File: config.mk
export PLATFORM = sky130hd
export DESIGN_NAME = mux4_scan_ctrl
export DESIGN_NICKNAME = d
export VERILOG_FILES = /design/src/rtl/mux4_scan_ctrl.sv
export SDC_FILE = /design/constraint.sdc
export NUM_CORES = 1
export LEC_CHECK = 0
export BUFFER_PORTS_ARGS = -buffer_cell sky130_fd_sc_hd__buf_2
export CAP_MARGIN = 40
export CORE_MARGIN = 2
export CORE_UTILIZATION = 45
export CTS_CLUSTER_DIAMETER = 120
export DETAILED_ROUTE_END_ITERATION = 10
export GPL_TIMING_DRIVEN = 0
export HOLD_SLACK_MARGIN = 0.06
export PLACE_DENSITY_LB_ADDON = 0.05
export RECOVER_POWER = 100
export SLEW_MARGIN = 10
export SYNTH_ARGS = -nofsm -noshare
export SYNTH_HDL_FRONTEND = slang
export SYNTH_SLANG_ARGS = --single-unit
File: constraint.sdc
create_clock -name clk -period 2.35 [get_ports clk]
set_input_delay 0.47 -clock clk [delete_from_list [all_inputs] [get_ports clk]]
set_output_delay 0.47 -clock clk [all_outputs]
set_load 0.1 [all_outputs]
File: src/rtl/mux4_scan_ctrl.sv
// mux4_scan_ctrl: steps a 4:1 mux through channels 0..3, samples each after a settle time, hands the 4-bit frame downstream
// Ports: clk, rst (sync, active high); start, cont; mux_o from the mux; sel_s1/sel_s0 to the mux;
//        busy; frame_valid/frame_ready/frame_data handshake; frames_done accepted-frame count (wraps).
// Optional: define MUX4_SCAN_PARITY_EN to add frame_parity (XOR of frame_data, built up while sampling).
module mux4_scan_ctrl #(
    parameter int SETTLE_CYCLES = 1,
    parameter int CNT_W = 8
) (
    input  logic             clk,
    input  logic             rst,
    input  logic             start,
    input  logic             cont,
    input  logic             mux_o,
    output logic             sel_s1,
    output logic             sel_s0,
    output logic             busy,
    output logic             frame_valid,
    input  logic             frame_ready,
    output logic [3:0]       frame_data,
    output logic [CNT_W-1:0] frames_done
`ifdef MUX4_SCAN_PARITY_EN
    ,
    output logic             frame_parity
`endif
);
    localparam logic [1:0] IDLE   = 2'd0;
    localparam logic [1:0] SETTLE = 2'd1;
    localparam logic [1:0] SAMPLE = 2'd2;
    localparam logic [1:0] DONE   = 2'd3;
    localparam logic [3:0] LAST   = 4'(SETTLE_CYCLES - 1);
    logic [1:0] state;
    logic [1:0] ch;
    logic [3:0] cnt;
    assign {sel_s1, sel_s0} = ch;
    assign busy = state != IDLE;
    assign frame_valid = state == DONE;
    always_ff @(posedge clk) begin
        if (rst) begin
            state <= IDLE;
            ch <= 2'd0;
            cnt <= 4'd0;
            frame_data <= 4'd0;
            frames_done <= '0;
`ifdef MUX4_SCAN_PARITY_EN
            frame_parity <= 1'b0;
`endif
        end else begin
            case (state)
                IDLE: if (start) begin
                    state <= SETTLE;
                    ch <= 2'd0;
                    cnt <= 4'd0;
                end
                SETTLE: begin
                    cnt <= cnt == LAST ? 4'd0 : cnt + 4'd1;
                    state <= cnt == LAST ? SAMPLE : SETTLE;
                end
                SAMPLE: begin
                    frame_data[ch] <= mux_o;
`ifdef MUX4_SCAN_PARITY_EN
                    // channel 0 restarts the running XOR so stale bits from a previous frame never leak in
                    frame_parity <= (ch == 2'd0 ? 1'b0 : frame_parity) ^ mux_o;
`endif
                    ch <= ch == 2'd3 ? ch : ch + 2'd1;
                    state <= ch == 2'd3 ? DONE : SETTLE;
                end
                default: if (frame_ready) begin
                    frames_done <= frames_done + CNT_W'(1);
                    ch <= 2'd0;
                    cnt <= 4'd0;
                    state <= cont ? SETTLE : IDLE;
                end
            endcase
        end
    end
endmodule

==> results.md, run 1 <==
- Status: completed
- WP data required: 1.88 ns
- Area delta synth->final: 12.0%
- Crit path arrival time: 1.60 ns
- Synth top area cells: dfxtp_1 (39%), ha_1 (8.6%), nand2_1 (5.1%)
- Max incr delay on CP: 0.88 ns
- Largest net degree at the start of global routing: 11
- Post-Route WL: 2000 um
- Cts hold-fix bufs: 0
- Maximum Capacitance Violations: 0
- Layout cells sized above 1: 0.0972
- Seq pwr share: 0.550
- Clk Latency, worst-skew pair: 0.30 ns
- CP Launch Type: flop
- Dpl hpwl: 1490 um
- Sequential fraction of the synthesis area: 0.392
- Die X: 51.6 um
- Post-cts sizing count: 0
- Yosys top cell area share: 0.392
- Fill cells: 245
- P per Cell Area: 560 nW/um2
- DRT Pass-1 Iters: 4
- Setup WS pre-CTS: 0.757 ns
- Vias per cell: 5.19
- DRT iter0 DRCs: 7
- Diode count: 0
- Congestion Overflow GR: 0
- Final setup vio count: 0
- Hold wc startpoint: cont
- Max FO, Critical Path: 5
- Fmax: 484 MHz
- Slowest cell on the critical path: clkbuf_1
- Syn_nets: 134
- Cell area after synthesis: 1020 um2
- Detailed-route via count: 893
- Worst r2r src: state[0]$_SDFFE_PP0P_
- Avg Cell Area, Syn: 8.44 um2
- Vias in the first global route: 819
- Die height: 51.6 um
- Asr flop ratio synth: 0
- Total Power: 0.641 mW
- Post-CTS setup buffer count: 0
- CTS root buffer: clkbuf_4
- Most frequent cells after synthesis: dfxtp_1 (20), nand2_1 (14), nor2_1 (14)
- Post-synth top area cell: dfxtp_1
- Fin worst setup slack: 0.285 ns
- Initial antenna violation count: 0
- Post-synth EDFFs: 0
- Combinational Power Share: 0.196
- Top delay family on crit path: buffers and inverters
- Final Max Tran Viols: 0
- DRC viols: 0
- Worst setup EP type: primary output
- Crit-path cells: clkbuf_1
- Setup TNS: 0 ns
- Gp weighted congestion: 0.750
- Top FF cell, synth: dfxtp_1
- Starting density of the core: 0.471
- CTS Sinks: 20
- Hold Fails Final Rpt: 0
- Gr usage total: 0.168
- YS warnings: 0
- Total internal power: 0.438 mW
- Synth Register Bits: 20
- Rows: 17
- DR WL/cell: 11.6 um
- Core Region: 2170 um2
- Fin crit period: 2.07 ns
- First-pass GRT wire length: 3390 um
- Clock power frac: 0.255
- Leak: 0.425 nW
- Reg clk slew, reported paths: 0.11 ns
- Antenna Violating Nets Remaining: 0
- Unique masters post-synth: 33
- Worst Tran Pin Value: 1.16 ns
- H-tree levels: 1
- Critical path startpoint: ch[1]$_SDFFE_PP0P_
- CP Class: reg -> out
- Slew HR: 0.229
- HP Class: in -> reg
- RSZ-0062 raised after global routing: no
- Syn Inst Count: 121
- Switching power: 0.202 mW
- Sw Ratio: 0.316
- Fin crit share: 0.879
- TritonCTS Buffers: 3
- Die area: 2670 um2
- Peak supply drop: 317 uV
- NumNets Final: 159
- Top Ports: 22
- Most common cell in the netlist: dfxtp_1
- Worst Path Buf+Inv: 1
- CTS tree: yes
- Layout Skew: 0.00626 ns
- Clock Tree Buf Depth: 2
- PortBufs: 20
-- final timing paths --
| path | endpoint | slack [ns] | depth (start not counted) |
|---|---|---|---|
| max | sel_s1 | 0.28 | 1 |
| min | state[0]$_SDFFE_PP0P_ | 0.40 | 3 |
| min reg2reg | frame_data[1]$_SDFFE_PP0P_ | 0.46 | 2 |
| max reg2reg | cnt[2]$_SDFFE_PP0P_ | 0.72 | 5 |
-- cell families (layout without fill, tap and decap cells) --
| logic type | count (synthesis) | count (layout) | synth area share |
|---|---|---|---|
| fa+ha+maj | 7 | 7 | 0.0858 |
| compound gates | 22 | 22 | 0.129 |
| flops | 20 | 20 | 0.392 |
| mux | 1 | 1 | 0.00980 |
| buf+inv | 13 | 36 | 0.0637 |
| simple gates | 53 | 53 | 0.277 |
| xor+xnor | 5 | 5 | 0.0429 |
-- power groups by stage --
| stage | clock (mW) | sequential, mW | combinational (mW) |
|---|---|---|---|
| after floorplan | 0 | 0.378 | 0.0863 |
| after global placement | 0 | 0.359 | 0.128 |
| after detailed placement | 0 | 0.360 | 0.129 |
| after CTS | 0.170 | 0.352 | 0.130 |
| after global routing | 0.180 | 0.354 | 0.137 |
| final | 0.163 | 0.352 | 0.125 |
-- per-layer routing --
layer	vias up	part of all wire	track usage
li1	464	-	-
met1	406	0.47	0.198
met2	21	0.48	0.299
met3	2	0.042	0.0287
met4	0	0.0075	0.0702
met5	-	0	0
-- state kept, by name (all words and copies together) (netlist names) --
register / cells
frame_data: 4
cnt: 4
frames_done: 8
state: 2
ch: 2
-- metrics by stage --
| step | cell area, um2 | hold slack [ns] | util | std cells |
|---|---|---|---|---|
| 2_1_floorplan | 1020 | 0.468 | - | 121 |
| 3_3_place_gp | 1160 | 0.440 | 0.533 | 169 |
| 3_5_place_dp | 1160 | 0.445 | 0.533 | 169 |
| 4_1_cts | 1180 | 0.393 | 0.543 | 172 |
| 5_1_grt | 1140 | 0.407 | 0.527 | 172 |
| 6_report | 1140 | 0.402 | 0.527 | 172 |
-- area by class of cell --
class / count / area (um2) / share of cell area
Clock buffer: 3 / 22.5 / 0.0197
Inverter: 7 / 26.3 / 0.0230
Sequential cell: 20 / 400 / 0.350
Timing Repair Buffer: 20 / 85.1 / 0.0744
Buffer: 6 / 37.5 / 0.0328
Tap cell: 28 / 35.0 / 0.0306
Multi-Input combinational cell: 88 / 537 / 0.469
-- worst register-to-register path: stages, from the launching register on --
cell and delay [ns]:
dfxtp_1 0.39, buf_6 0.16, or2_0 0.24, a21boi_0 0.43, o21ai_0 0.19, a21oi_1 0.16
-- cells in the final DEF (no fill, tap or decap) --
cell	instances
a211oi_1	1
a21boi_0	1
a21o_1	1
a21oi_1	10
a31oi_1	3
a32oi_1	1
and2_1	1
and2b_1	1
and3_1	1
buf_2	4
buf_6	2
clkbuf_1	16
clkbuf_2	4
clkbuf_4	3
dfxtp_1	20
ha_1	7
inv_1	7
mux2i_1	1
nand2_1	14
nand2b_4	1
nand3_1	5
nand4_1	5
nor2_1	14
nor3_1	3
nor3b_1	1
nor4_1	1
nor4b_1	1
o21a_1	1
o21ai_0	4
or2_0	2
or3_1	2
or4b_1	1
xnor2_1	3
xor2_1	2
Note: power is estimated with default switching activity, not from simulation.
==> run 2: changes to the inputs <==
Settings changed: CORE_MARGIN 2 to 3, SLEW_MARGIN 10 to 15.
==> run 2 against run 1 <==
Against the previous run: non-clock buffer count did not move; sequential power about the same; die area up 7.9%; total power shrank 1.3%; count of clock-buffer cells in the layout stayed put; final cell count down 0.58%; critical path depth did not move; core utilization rose by 2.4 points; global-route usage down 0.82 points; routed wire length fell by 4.8%.
==> results.md, run 2 (synthesis gave the netlist of run 1 again) <==
- Area delta synth->final: 11.4% (was 12.0%)
- Worst Path Buf+Inv: 1 (unchanged)
- Final Non-Filler Cells: 171 (was 172)
- Hold Fails Final Rpt: 0 (unchanged)
- Top delay family on crit path: buffers and inverters (unchanged)
- Max FO, Critical Path: 4 (was 5)
- Leak: 0.428 nW (was 0.425 nW)
- Fin worst setup slack: 0.296 ns (was 0.285 ns)
- Cts hold-fix bufs: 0 (unchanged)
- Gr busiest metal: met2 (unchanged)
- Commonest cells after routing, fill and taps aside: dfxtp_1 (20), clkbuf_1 (15), nor2_1 (14), nand2_1 (14), a21oi_1 (10) (was dfxtp_1 (20), clkbuf_1 (16), nor2_1 (14), nand2_1 (14), a21oi_1 (10))
- Diode count: 0 (unchanged)
- P per Cell Area: 556 nW/um2 (was 560 nW/um2)
- CP Class: reg -> out (unchanged)
- DRC viols: 0 (unchanged)
- Initial antenna violation count: 0 (unchanged)
- Congestion Overflow GR: 0 (unchanged)
- Sw Ratio: 0.310 (was 0.316)
- Fmax: 487 MHz (was 484 MHz)
- TritonCTS Buffers: 3 (unchanged)
- Detailed-route via count: 872 (was 893)
- Rows: 16 (was 17)
- Top Registers: frames_done x8, cnt x4, frame_data x4 (unchanged)
- Max incr delay on CP: 0.89 ns (was 0.88 ns)
- NumNets Final: 159 (unchanged)
- Hold wc startpoint: cont (unchanged)
- Reg2Reg Depth: 5 (unchanged)
- RR Endpoint: cnt[2]$_SDFFE_PP0P_ (unchanged)
- First-pass GRT wire length: 3370 um (was 3390 um)
- CTS tree: yes (unchanged)
- Commonest non-fill, non-tap cell in the layout: dfxtp_1 (unchanged)
- Slew HR: 0.225 (was 0.229)
- Met3 GRT Util: 0.0332 (was 0.0287)
- DRT iter0 DRCs: 6 (was 7)
- Dpl hpwl: 1470 um (was 1490 um)
- GR Layer Usage met1: 0.177 (was 0.198)
- Fin crit period: 2.05 ns (was 2.07 ns)
- Switching power: 0.196 mW (was 0.202 mW)
- Final setup vio count: 0 (unchanged)
- Die X: 53.6 um (was 51.6 um)
- Slowest cell on the critical path: clkbuf_1 (unchanged)
- DRT Pass-1 Iters: 2 (was 4)
- Vias per cell: 5.10 (was 5.19)
- Hold WS: 0.402 ns (about the same)
- HP Class: in -> reg (unchanged)
- CP Launch Type: flop (unchanged)
- Largest reg by FF count: frames_done (unchanged)
- Worst Tran Pin Value: 1.17 ns (was 1.16 ns)
- Top Ports: 22 (unchanged)
- Reg clk slew, reported paths: 0.11 ns (about the same)
- Seq pwr share: 0.556 (was 0.550)
- Antenna Violating Nets Remaining: 0 (unchanged)
- Post-Route WL: 1910 um (was 2000 um)
- RSZ-0062 raised after global routing: no (unchanged)
- Combinational Power Share: 0.192 (was 0.196)
- Grt met2 use: 0.294 (was 0.299)
- Layout cells sized above 1: 0.104 (was 0.0972)
- Setup TNS: 0 ns (unchanged)
- Die area: 2880 um2 (was 2670 um2)
- Worst setup EP type: primary output (unchanged)
- H-tree levels: 1 (unchanged)
- R2R setup slack: 0.77 ns (was 0.72 ns)
- Clk Latency, worst-skew pair: 0.30 ns (about the same)
- Starting density of the core: 0.495 (was 0.471)
- Status: completed (unchanged)
- CTS root buffer: clkbuf_4 (unchanged)
- Total internal power: 0.436 mW (was 0.438 mW)
- Die height: 53.6 um (was 51.6 um)
- Post-cts sizing count: 0 (unchanged)
- Core Region: 2060 um2 (was 2170 um2)
- Gr usage total: 0.160 (was 0.168)
- Crit path arrival time: 1.58 ns (was 1.60 ns)
- Largest net degree at the start of global routing: 11 (unchanged)
- Peak supply drop: 320 uV (was 317 uV)
- Layout Skew: 0.00562 ns (was 0.00626 ns)
- Hold Crit Endpoint: state[0]$_SDFFE_PP0P_ (unchanged)
- Gp weighted congestion: 0.677 (was 0.750)
- Maximum Capacitance Violations: 0 (unchanged)
- Setup WS pre-CTS: 0.764 ns (was 0.757 ns)
- Clock power frac: 0.253 (was 0.255)
- PortBufs: 20 (unchanged)
- Clock Tree Buf Depth: 2 (unchanged)
- Max FFs per register: 8 (unchanged)
- Post-CTS setup buffer count: 0 (unchanged)
- WHS Path Cells: 3 (unchanged)
- CTS Sinks: 20 (unchanged)
- Final Max Tran Viols: 0 (unchanged)
- DR WL/cell: 11.1 um (was 11.6 um)
- Crit-path cells: clkbuf_1 (unchanged)
- Vias in the first global route: 808 (was 819)
- Fin crit share: 0.874 (was 0.879)
- Placed cell count: 168 (was 169)
- WP data required: 1.88 ns (about the same)
- Worst r2r src: state[1]$_SDFFE_PP0P_ (was state[0]$_SDFFE_PP0P_)
run 2: cell type report:
class / count / area (um2)
repair buffers: 20 / 87.6
inverters: 7 / 26.3
plain buffers: 6 / 30.0
flip-flops and latches: 20 / 400
fillers: 203 / 925
multi-input cells: 88 / 537
clock buffers: 3 / 22.5
well taps: 27 / 33.8
run 2: layer usage:
metal | vias up | wire length (um)
met5 | - | 0
met4 | 0 | 25
met3 | 4 | 71
met2 | 15 | 937
met1 | 390 | 871
li1 | 463 | -
run 2: per-stage QoR:
stage / utilization / area (um2) / power [mW]
finish: 0.552 / 1140 / 0.632
global route: 0.552 / 1140 / 0.668
CTS: 0.571 / 1180 / 0.651
detailed placement: 0.560 / 1150 / 0.489
global placement: 0.560 / 1150 / 0.488
floorplan: - / 1020 / 0.464
run 2: worst max-delay path by stage:
| stage | slack, ns | start | cells after the start | end |
|---|---|---|---|---|
| 6_report | 0.30 | frames_done[5]$_SDFFE_PP0P_ | 1 | frames_done[5] |
| 5_1_grt | 0.23 | frames_done[0]$_SDFFE_PP0P_ | 1 | frames_done[0] |
| 4_1_cts | 0.42 | state[0]$_SDFFE_PP0P_ | 3 | frame_valid |
| 3_5_place_dp | 0.76 | state[0]$_SDFFE_PP0P_ | 3 | frame_valid |
| 3_3_place_gp | 0.76 | state[0]$_SDFFE_PP0P_ | 3 | frame_valid |
| 2_1_floorplan | 0.41 | frames_done[0]$_SDFFE_PP0P_ | 4 | frames_done[6]$_SDFFE_PP0P_ |
run 2: power by group through the flow:
stage / Clock (mW) / Combinational, mW / Sequential [mW]
global route: 0.182 / 0.134 / 0.353
floorplan: 0 / 0.0863 / 0.378
finish: 0.160 / 0.121 / 0.351
detailed placement: 0 / 0.129 / 0.359
global placement: 0 / 0.128 / 0.359
CTS: 0.169 / 0.129 / 0.352
